===== config.mk =====
export PLATFORM = sky130hd
export DESIGN_NAME = actor_dir_ctrl
export DESIGN_NICKNAME = d
export VERILOG_FILES = /design/src/rtl/game_pkg.sv /design/src/rtl/actor_dir_unit.sv /design/src/rtl/actor_dir_ctrl.sv
export SDC_FILE = /design/constraint.sdc
export NUM_CORES = 1
export LEC_CHECK = 0
export BUFFER_PORTS_ARGS = -buffer_cell sky130_fd_sc_hd__buf_2
export CAP_MARGIN = 20
export CELL_PAD_IN_SITES_DETAIL_PLACEMENT = 1
export CELL_PAD_IN_SITES_GLOBAL_PLACEMENT = 1
export CORE_UTILIZATION = 36
export CTS_CLUSTER_SIZE = 25
export DETAILED_ROUTE_END_ITERATION = 12
export GPL_TIMING_DRIVEN = 0
export PLACE_DENSITY = 0.86
export SLEW_MARGIN = 20
export SYNTH_ARGS = -nofsm -noshare
export SYNTH_HDL_FRONTEND = slang
export SYNTH_SLANG_ARGS = --single-unit
export TNS_END_PERCENT = 50

===== constraint.sdc =====
create_clock -name Clk -period 2.55 [get_ports Clk]
set_clock_uncertainty 0.2 [all_clocks]
set_input_delay 0.3825 -clock Clk [delete_from_list [all_inputs] [get_ports Clk]]
set_output_delay 0.3825 -clock Clk [all_outputs]
set_load 0.01 [all_outputs]

===== src/rtl/game_pkg.sv =====
// ---------------------------------------------------------------------------
// game_pkg
// Shared types and helpers for the maze-game movement logic.
//   dir_t      : 3-bit direction code, STOP or one of four moving directions
//   to_dir()   : maps a raw 3-bit code onto dir_t; unknown codes become STOP
//   is_moving(): true for any direction other than STOP
//   opposite() : reverse of a moving direction
//   wall_bit() : selects the wall flag lying in the given direction
// ---------------------------------------------------------------------------
package game_pkg;

    typedef enum logic [2:0] {
        DIR_STOP  = 3'b000,
        DIR_UP    = 3'b100,
        DIR_RIGHT = 3'b101,
        DIR_DOWN  = 3'b110,
        DIR_LEFT  = 3'b111
    } dir_t;

    // Codes 001..011 are not directions; they are folded onto STOP so that
    // nothing downstream ever sees an illegal value.
    function automatic dir_t to_dir(input logic [2:0] raw);
        dir_t d;
        case (raw)
            3'b100:  d = DIR_UP;
            3'b101:  d = DIR_RIGHT;
            3'b110:  d = DIR_DOWN;
            3'b111:  d = DIR_LEFT;
            default: d = DIR_STOP;
        endcase
        return d;
    endfunction

    function automatic logic is_moving(input dir_t d);
        return d[2];
    endfunction

    // Reversal flips the vertical/horizontal half bit and keeps the axis bit.
    // Only meaningful for moving directions; callers qualify with is_moving().
    function automatic dir_t opposite(input dir_t d);
        return dir_t'({1'b1, ~d[1], d[0]});
    endfunction

    // walls: bit0 up, bit1 right, bit2 down, bit3 left.
    function automatic logic wall_bit(input dir_t d, input logic [3:0] walls);
        logic w;
        case (d)
            DIR_UP:    w = walls[0];
            DIR_RIGHT: w = walls[1];
            DIR_DOWN:  w = walls[2];
            DIR_LEFT:  w = walls[3];
            default:   w = 1'b0;
        endcase
        return w;
    endfunction

endpackage


===== src/rtl/actor_dir_unit.sv =====
// ---------------------------------------------------------------------------
// actor_dir_unit
// One actor channel: buffers a requested direction, commits it at tile
// alignment when no wall blocks it, reverses immediately mid-tile, stops
// the actor at a wall, and lets an unused request expire after QUEUE_HOLD
// cycles (QUEUE_HOLD = 0 keeps it forever).
// Ports:
//   clk, rst        clock, asynchronous active-high reset
//   restart         synchronous clear, same effect as rst
//   cmd_valid       request strobe
//   cmd_dir         requested direction (dir_t code)
//   pos_x, pos_y    current pixel position
//   walls           wall flags around the actor (bit0 up .. bit3 left)
//   direction       committed direction (registered)
//   turned          one-cycle pulse when a queued request is committed
//   blocked         high while stopped by a wall ahead
// ---------------------------------------------------------------------------
module actor_dir_unit
    import game_pkg::*;
#(
    parameter int COORD_W    = 10,
    parameter int TILE_BITS  = 4,
    parameter int QUEUE_HOLD = 32
) (
    input  logic               clk,
    input  logic               rst,
    input  logic               restart,
    input  logic               cmd_valid,
    input  logic [2:0]         cmd_dir,
    input  logic [COORD_W-1:0] pos_x,
    input  logic [COORD_W-1:0] pos_y,
    input  logic [3:0]         walls,
    output logic [2:0]         direction,
    output logic               turned,
    output logic               blocked
);

    // Age counter just wide enough to hold QUEUE_HOLD-1; it saturates at
    // all-ones, which only matters when QUEUE_HOLD = 0 (no expiry).
    localparam int AGE_W = (QUEUE_HOLD > 2) ? $clog2(QUEUE_HOLD) : 1;
    localparam logic [AGE_W-1:0] AGE_LAST =
        (QUEUE_HOLD == 0) ? '0 : AGE_W'(QUEUE_HOLD - 1);
    localparam logic [AGE_W-1:0] AGE_MAX = '1;

    dir_t             dir_q,     dir_d;
    dir_t             q_dir_q,   q_dir_d;
    logic             q_valid_q, q_valid_d;
    logic [AGE_W-1:0] q_age_q,   q_age_d;
    logic             blocked_q, blocked_d;
    logic             turned_q,  turned_d;

    logic aligned;
    logic consume;
    logic expire;

    // Only the low tile-offset bits decide alignment; the tile index bits are
    // the position updaters' business.
    logic unused_pos_hi;
    assign unused_pos_hi = ^{pos_x[COORD_W-1:TILE_BITS], pos_y[COORD_W-1:TILE_BITS]};

    assign aligned = (pos_x[TILE_BITS-1:0] == '0) && (pos_y[TILE_BITS-1:0] == '0);
    assign expire  = (QUEUE_HOLD != 0) && (q_age_q == AGE_LAST);

    always_comb begin
        // NOTE: every signal assigned here gets a default first, so no path
        // leaves one unassigned and no latch is inferred.
        dir_d     = dir_q;
        q_dir_d   = q_dir_q;
        q_valid_d = q_valid_q;
        q_age_d   = q_age_q;
        blocked_d = blocked_q;
        turned_d  = 1'b0;
        consume   = 1'b0;

        // Decision, in priority order, on the registered queue.
        if (q_valid_q && is_moving(dir_q) && (q_dir_q == opposite(dir_q))) begin
            // Reversal never waits for alignment.
            dir_d   = q_dir_q;
            consume = 1'b1;
        end else if (aligned && q_valid_q && (q_dir_q == DIR_STOP)) begin
            dir_d   = DIR_STOP;
            consume = 1'b1;
        end else if (aligned && q_valid_q && is_moving(q_dir_q) &&
                     !wall_bit(q_dir_q, walls)) begin
            dir_d   = q_dir_q;
            consume = 1'b1;
        end else if (aligned && is_moving(dir_q) && wall_bit(dir_q, walls)) begin
            // Stop at the wall but keep any queued request for later.
            dir_d     = DIR_STOP;
            blocked_d = 1'b1;
        end

        if (consume) begin
            turned_d  = 1'b1;
            blocked_d = 1'b0;
        end

        // Queue maintenance: a fresh load beats consume and expiry.
        if (cmd_valid) begin
            q_dir_d   = to_dir(cmd_dir);
            q_valid_d = 1'b1;
            q_age_d   = '0;
        end else if (q_valid_q) begin
            if (consume || expire) begin
                q_valid_d = 1'b0;
            end
            if (q_age_q != AGE_MAX) begin
                q_age_d = q_age_q + AGE_W'(1);
            end
        end

        // Restart clears everything, including a same-cycle request.
        if (restart) begin
            dir_d     = DIR_STOP;
            q_dir_d   = DIR_STOP;
            q_valid_d = 1'b0;
            q_age_d   = '0;
            blocked_d = 1'b0;
            turned_d  = 1'b0;
        end
    end

    // NOTE: state updates use non-blocking assignments so every flop samples
    // the pre-edge values; rst is in the sensitivity list, making it async.
    always_ff @(posedge clk or posedge rst) begin
        if (rst) begin
            dir_q     <= DIR_STOP;
            q_dir_q   <= DIR_STOP;
            q_valid_q <= 1'b0;
            q_age_q   <= '0;
            blocked_q <= 1'b0;
            turned_q  <= 1'b0;
        end else begin
            dir_q     <= dir_d;
            q_dir_q   <= q_dir_d;
            q_valid_q <= q_valid_d;
            q_age_q   <= q_age_d;
            blocked_q <= blocked_d;
            turned_q  <= turned_d;
        end
    end

    assign direction = dir_q;
    assign turned    = turned_q;
    assign blocked   = blocked_q;

endmodule


===== src/rtl/actor_dir_ctrl.sv =====
// ---------------------------------------------------------------------------
// actor_dir_ctrl
// Multi-actor movement-direction controller. Each of NUM_ACTORS channels is
// an independent actor_dir_unit; this level only slices the packed buses.
// Channel 0 is Pac-Man, the rest are ghosts or a second player.
// Ports (per-actor fields packed with actor 0 in the LSBs):
//   Clk, Reset      clock, asynchronous active-high reset
//   Restart         synchronous clear of every channel
//   cmd_valid       [NUM_ACTORS]         request strobes
//   cmd_dir         [3*NUM_ACTORS]       requested directions
//   pos_x, pos_y    [COORD_W*NUM_ACTORS] pixel positions
//   walls           [4*NUM_ACTORS]       wall flags, bit0 up .. bit3 left
//   direction       [3*NUM_ACTORS]       committed directions
//   turned          [NUM_ACTORS]         commit pulses
//   blocked         [NUM_ACTORS]         stopped-by-wall levels
// ---------------------------------------------------------------------------
module actor_dir_ctrl
    import game_pkg::*;
#(
    parameter int NUM_ACTORS = 4,
    parameter int COORD_W    = 10,
    parameter int TILE_BITS  = 4,
    parameter int QUEUE_HOLD = 32
) (
    input  logic                          Clk,
    input  logic                          Reset,
    input  logic                          Restart,
    input  logic [NUM_ACTORS-1:0]         cmd_valid,
    input  logic [3*NUM_ACTORS-1:0]       cmd_dir,
    input  logic [COORD_W*NUM_ACTORS-1:0] pos_x,
    input  logic [COORD_W*NUM_ACTORS-1:0] pos_y,
    input  logic [4*NUM_ACTORS-1:0]       walls,
    output logic [3*NUM_ACTORS-1:0]       direction,
    output logic [NUM_ACTORS-1:0]         turned,
    output logic [NUM_ACTORS-1:0]         blocked
);

    for (genvar a = 0; a < NUM_ACTORS; a++) begin : g_actor
        actor_dir_unit #(
            .COORD_W    (COORD_W),
            .TILE_BITS  (TILE_BITS),
            .QUEUE_HOLD (QUEUE_HOLD)
        ) u_unit (
            .clk       (Clk),
            .rst       (Reset),
            .restart   (Restart),
            .cmd_valid (cmd_valid[a]),
            .cmd_dir   (cmd_dir[3*a +: 3]),
            .pos_x     (pos_x[COORD_W*a +: COORD_W]),
            .pos_y     (pos_y[COORD_W*a +: COORD_W]),
            .walls     (walls[4*a +: 4]),
            .direction (direction[3*a +: 3]),
            .turned    (turned[a]),
            .blocked   (blocked[a])
        );
    end

endmodule


==> results of run 1 <==
-- logic make-up (layout without fill, tap and decap cells) --
logic type	after synthesis	count (layout)	synth area share
simple gates	123	123	0.217
flops	56	56	0.439
compound gates	44	44	0.107
mux	27	27	0.109
buf+inv	27	121	0.0412
xor+xnor	20	20	0.0549
fa+ha+maj	8	8	0.0314
-- routing by layer --
metal	wire length, µm	vias to the layer above	global-route usage	share of wire
met1	3500	1397	0.228	0.41
li1	-	1305	-	-
met4	197	0	0.0784	0.023
met5	0	-	0	0
met2	4530	53	0.339	0.53
met3	275	15	0.0363	0.032
-- placed cells by master (no fill, tap or decap), drive strengths merged, types with 7 or more instances in the layout --
master  synthesis  layout
a21oi          14      14
and3            7       7
buf             9      94
clkbuf         14      20
dfrtp          56      56
ha              8       8
mux2i          18      18
nand2          22      22
nand2b         10      10
nand3          17      17
nand4           9       9
nor2            7       7
nor3           21      21
or4             7       7
xnor2           7       7
xor2           13      13
-- through the flow --
stage,utilization,instances
2_1_floorplan,-,305
5_1_grt,0.462,504
6_report,0.462,504
4_1_cts,0.462,504
3_3_place_gp,0.447,495
3_5_place_dp,0.448,495
-- worst min path at each step --
stage	depth (start not counted)	from	endpoint	slack (ns)
2_1_floorplan	2	g_actor[0].u_unit.q_dir_q[2]	g_actor[0].u_unit.q_dir_q[2]	0.31
4_1_cts	3	cmd_valid[3]	g_actor[3].u_unit.q_dir_q[1]	0.11
6_report	3	cmd_valid[3]	g_actor[3].u_unit.q_dir_q[1]	0.12
3_3_place_gp	2	g_actor[0].u_unit.q_dir_q[2]	g_actor[0].u_unit.q_dir_q[2]	0.36
3_5_place_dp	2	Reset	g_actor[0].u_unit.q_age_q[1]	0.35
5_1_grt	3	cmd_dir[10]	g_actor[3].u_unit.q_dir_q[1]	0.13
-- cells in the mapped netlist (all sizes together), types with 3 or more instances --
library cell,instances
a21oi,14
a31oi,6
and2,3
and3,7
buf,9
clkbuf,14
dfrtp,56
ha,8
inv,4
mux2,3
mux2i,18
mux4,6
nand2,22
nand2b,10
nand3,17
nand4,9
nor2,7
nor2b,6
nor3,21
nor4,3
nor4b,4
o211ai,6
or2,4
or4,7
xnor2,7
xor2,13
-- power by group --
group / switching, mW / internal, mW / total (mW)
Sequential: 0.0229 / 0.906 / 0.929
Combinational: 0.117 / 0.0970 / 0.214
Clock: 0.299 / 0.292 / 0.591
Total: 0.439 / 1.30 / 1.73
-- area by class of cell --
| type | count | area (µm²) |
|---|---|---|
| plain buffers | 23 | 116 |
| clock buffers | 6 | 72.6 |
| clock inverters | 2 | 35.0 |
| fillers | 981 | 4510 |
| inverters | 4 | 17.5 |
| multi-input cells | 222 | 1660 |
| flip-flops and latches | 56 | 1400 |
| well taps | 105 | 131 |
| repair buffers | 86 | 435 |
-- flip-flops by register name, summed over array words and instances (netlist names) --
name                      count
g_actor.u_unit.blocked        4
g_actor.u_unit.direction     12
g_actor.u_unit.q_age_q       20
g_actor.u_unit.q_dir_q       12
g_actor.u_unit.q_valid_q      4
g_actor.u_unit.turned         4
-- worst max-delay path, stage by stage (launching register included) --
cell and delay, ns:
dfrtp_1 0.43, ha_1 0.24, and3_1 0.21, ha_1 0.20
nor2b_1 0.11, clkbuf_1 0.27, nand4_1 0.16, xor2_1 0.17
nor3_1 0.16
-- repair_timing --
action,CTS,global route
gates resized for setup,0,0
endpoints found under the hold margin,12,0
hold buffers,1,0
==> impl_metrics.json, run 1 <==
{
  "tns_ns": 0,
  "synth_cell_types": 51,
  "worst_ep_required_time_ns": 2.58,
  "arrival_ns": 2.27,
  "vias": 2770,
  "drive_above_1_share": 0.306,
  "drcViolationCount": 0,
  "dieArea_um2": 9250,
  "tightest_slew_ns": 0.707,
  "viasPerCell": 5.50,
  "relSlewSlack": 0.522,
  "crit_path_max_fanout": 6,
  "fp.dieW_um": 96.2,
  "numCtsBuffers": 5,
  "diodes": 0,
  "clock-sinks": 56,
  "report.final.slew_viol_count": 0,
  "timing.final.crit_period_ns": 2.24,
  "place_area_um2": 3750,
  "ctsRootBufferMaster": "clkbuf_8",
  "grt_start_max_net_pins": 57,
  "h-tree-depth": 2,
  "core_um2": 8380,
  "synthCells": 305,
  "reg2reg_depth": 8,
  "first_pass_iters": 4,
  "place_ws_ns": 0.332,
  "fp.dieH_um": 96.2,
  "crit_start": "g_actor[3].u_unit.q_age_q[0]",
  "overflow": 0,
  "synth_area_um2": 3190,
  "cp-end-kind": "flip-flop",
  "start_util": 0.381,
  "final_antenna_net_count": 0,
  "routed_wl_um": 8510,
  "crit_end": "g_actor[3].u_unit.q_age_q[3]",
  "setup_violations": 0,
  "fmax_ghz": 0.446,
  "max_cap_viol_count": 0,
  "holdCritPathClass": "in -> reg",
  "rsz0062_at_grt": "no",
  "routedWlPerCell_um": 16.9,
  "r2r-end": "g_actor[3].u_unit.q_age_q[3]",
  "synth_flop_cell": "dfrtp_1",
  "cts_post_setup_buffers_inserted": 0,
  "yosys_register_bits": 56,
  "cp-start-kind": "flip-flop",
  "tritoncts": "built",
  "cts_buffer_depth": 2,
  "async_flop_share": 1.00,
  "synth_area_leaders": "dfrtp_1, mux2i_1, mux4_2, xor2_1, nor3_1",
  "leakage_nw": 1.80,
  "outcome": "finished clean",
  "synthToLayoutAreaGrowth_pct": 21.2,
  "worstSetupPathType": "reg -> reg",
  "ios": 135,
  "r2r-start": "g_actor[3].u_unit.q_age_q[0]",
  "synth_top_area_frac": 0.439,
  "row_count": 33,
  "gp_congestion": 0.838,
  "synth-seq-area-share": 0.439,
  "antenna_found_initial": 0,
  "syn_avg_cell_area_um2": 10.5,
  "grt_pass1_wl_um": 13600,
  "fin_area_um2": 3870,
  "setup_slack_ns": 0.310,
  "clock_latency_ns": 0.32,
  "whs_ns": 0.118,
  "fin_nets": 521,
  "yosys.area.top_type": "dfrtp_1",
  "clk_pin_slew_ns": 0.10,
  "synthesis.nets": 428,
  "period_share": 0.878,
  "grt_use_total": 0.192,
  "grt_pass1_vias": 2878,
  "total_power_mw": 1.73,
  "dp_hpwl_um": 6320,
  "peakVddDrop_mv": 0.231,
  "port_buffers": 85,
  "power_density_nw_per_um2": 448,
  "synth_edf_count": 0,
  "yosysWarnings": 0,
  "rrSetupSlack_ns": 0.31,
  "initialDrtViolationCount": 92,
  "hold_viol_final": 0
}
No activity file was read; power rests on OpenSTA's default activity.
==> inputs of run 2 (changes only) <==
- CAP_MARGIN: 20 -> 15
- SYNTH_HIERARCHICAL: not set -> 1
==> impl_metrics.json, run 2 <==
{
  "crit_path_max_fanout": 6,
  "cts_buffer_depth": 2,
  "synth_top_area_frac": 0.433,
  "max_cap_viol_count": 0,
  "cpMostUsedCell": "ha_1",
  "first_pass_iters": 4,
  "dp_hpwl_um": 6310,
  "whs_path_depth": 3,
  "drive_above_1_share": 0.277,
  "grt_pass1_vias": 3025,
  "final_antenna_net_count": 0,
  "synth_xor_area_frac": 0.0542,
  "synth_edf_count": 0,
  "report.final.slew_viol_count": 0,
  "tightest_slew_ns": 0.556,
  "r2r-end": "g_actor[2].u_unit/q_age_q[3]",
  "peakVddDrop_mv": 0.267,
  "tritoncts": "built",
  "worstHoldStart": "cmd_dir[0]",
  "h-tree-depth": 2,
  "reg2reg_depth": 8,
  "start_util": 0.371,
  "clock_latency_ns": 0.31,
  "yosys_register_bits": 56,
  "yosys.area_share.simple": 0.249,
  "power_density_nw_per_um2": 442,
  "min_to": "g_actor[0].u_unit/q_dir_q[0]",
  "r2r-start": "g_actor[2].u_unit/q_age_q[0]",
  "holdCritPathClass": "in -> reg",
  "fin_nets": 533,
  "cpMaxStageDelayCell": "dfrtp_1",
  "syn_avg_cell_area_um2": 10.2,
  "vias": 2823,
  "period_share": 0.847,
  "regMostFlops": "g_actor.u_unit/q_age_q",
  "overflow": 0,
  "leakage_nw": 1.82,
  "synth_top_family_by_area": "simple AND/OR/NAND/NOR gates",
  "gp_congestion": 0.815,
  "fp.dieW_um": 96.8,
  "synth_area_leaders": "dfrtp_1, mux2i_1, nor3_1, xor2_1, ha_1",
  "timing.final.crit_period_ns": 2.16,
  "routed_wl_um": 8090,
  "numCtsBuffers": 5,
  "synth_flop_cell": "dfrtp_1",
  "grt_pass1_wl_um": 14100,
  "rrSetupSlack_ns": 0.39,
  "path_cells": "ha_1 > and3_1 > ha_1 > nor2b_1 > clkbuf_1 > nand4_1 > xor2_1 > nor3_1",
  "final_util": 0.449,
  "synth_fa_ha_area_frac": 0.0310,
  "tns_ns": 0,
  "outcome": "finished clean",
  "synthMuxAreaShare": 0.105,
  "fp.dieH_um": 96.8,
  "initialDrtViolationCount": 72,
  "diodes": 0,
  "relSlewSlack": 0.629,
  "final_cell_mix": "buf_2, dfrtp_1, nand2_1, nor3_1",
  "grt_use_total": 0.183,
  "yosysWarnings": 6,
  "ctsRootBufferMaster": "clkbuf_8",
  "rsz0062_at_grt": "no",
  "setup_violations": 0,
  "synth_area_um2": 3230,
  "routedWlPerCell_um": 15.6,
  "clk_pin_slew_ns": 0.10,
  "synth_compound_area_frac": 0.104,
  "synthCells": 316,
  "viasPerCell": 5.44,
  "synthToLayoutAreaGrowth_pct": 21.2,
  "synth-seq-area-share": 0.433,
  "core_um2": 8720,
  "synth.most_common_cell": "dfrtp_1",
  "synthTopCellsByCount": "dfrtp_1, nand2_1, nor3_1",
  "critPathMaxStageDelay_ns": 0.43,
  "hold_viol_final": 0,
  "yosys.area.top_type": "dfrtp_1",
  "row_count": 34,
  "clock-sinks": 56,
  "grt_start_max_net_pins": 18,
  "worstSetupPathType": "reg -> reg",
  "worst_ep_required_time_ns": 2.58,
  "final_common_cell": "buf_2",
  "synth_cell_types": 33,
  "cp-end-kind": "flip-flop",
  "fmax_ghz": 0.463,
  "cts_post_setup_buffers_inserted": 0,
  "dieArea_um2": 9360,
  "largest_reg_flops": 20,
  "arrival_ns": 2.19,
  "ios": 135,
  "antenna_found_initial": 0,
  "cp-start-kind": "flip-flop",
  "drcViolationCount": 0,
  "synthesis.nets": 439,
  "async_flop_share": 1.00,
  "port_buffers": 86
}
[run 2: cell types whose count changed in the layout (fill, tap and decap cells not counted), moves of 5 or more]
cell,before,now
inv_1,3,8
and2_1,1,8
nand4_1,9,4
buf_4,8,0
mux2_2,3,8
[run 2: cell families (layout without fill, tap and decap cells)]
family | Yosys count | count (layout)
AND/OR/NAND/NOR | 136 | 136
flip-flops | 56 | 56
AO/OA/AOI/OAI | 48 | 48
multiplexers | 28 | 28
XOR/XNOR | 20 | 20
buffers and inverters | 20 | 115
adder cells (fa/ha/maj) | 8 | 8
[run 2: layout make-up]
type / count / area [µm²]
fillers: 1013 / 4800
multi-input cells: 240 / 1760
flip-flops and latches: 56 / 1400
repair buffers: 87 / 440
well taps: 108 / 135
clock buffers: 5 / 68.8
plain buffers: 12 / 45.0
clock inverters: 3 / 42.5
inverters: 8 / 30.0
[run 2: stage by stage]
step	instances	setup slack (ns)	total power, mW	hold slack, ns	cell area (µm²)
final	519	0.391	1.73	0.107	3920
after global routing	519	0.205	1.82	0.118	3920
after CTS	519	0.351	1.76	0.103	3920
after detailed placement	510	0.385	1.17	0.306	3800
after global placement	510	0.434	1.16	0.292	3800
after floorplan	316	0.596	1.07	0.0717	3230
[run 2: worst max path at each step]
| stage | start | end | slack, ns | cells past startpoint |
|---|---|---|---|---|
| after floorplan | pos_y[1] | g_actor[0].u_unit/q_valid_q | 0.60 | 3 |
| after global placement | pos_y[11] | g_actor[1].u_unit/q_valid_q | 0.43 | 4 |
| after detailed placement | g_actor[3].u_unit/q_age_q[0] | g_actor[3].u_unit/q_age_q[3] | 0.39 | 8 |
| after CTS | g_actor[3].u_unit/q_age_q[0] | g_actor[3].u_unit/q_age_q[3] | 0.35 | 8 |
| after global routing | g_actor[0].u_unit/q_age_q[0] | g_actor[0].u_unit/q_age_q[3] | 0.21 | 8 |
| final | g_actor[2].u_unit/q_age_q[0] | g_actor[2].u_unit/q_age_q[3] | 0.39 | 8 |
[run 2: critical path, delay by kind of cell (launching register included)]
kind	cells	cell delay, ns
buf+inv	1	0.32
xor+xnor	1	0.16
fa+ha+maj	2	0.39
flops	1	0.43
simple gates	4	0.57
[run 2: where the power goes]
part	internal, mW	switching [mW]	leakage [nW]
clock	0.291	0.291	0.0541
combinational	0.100	0.119	0.999
sequential	0.906	0.0244	0.768
total	1.30	0.434	1.82
[run 2: routing by layer]
layer | track usage | wire length, µm | share of wire
met5 | 0 | 0 | 0
met4 | 0.0563 | 82 | 0.010
met3 | 0.0246 | 273 | 0.034
met2 | 0.328 | 4190 | 0.52
met1 | 0.226 | 3540 | 0.44
[run 2: timing repair]
action                                 in CTS  in global routing
resized for setup                           0                  0
hold buffers                                1                  0
endpoints found under the hold margin      56                  0
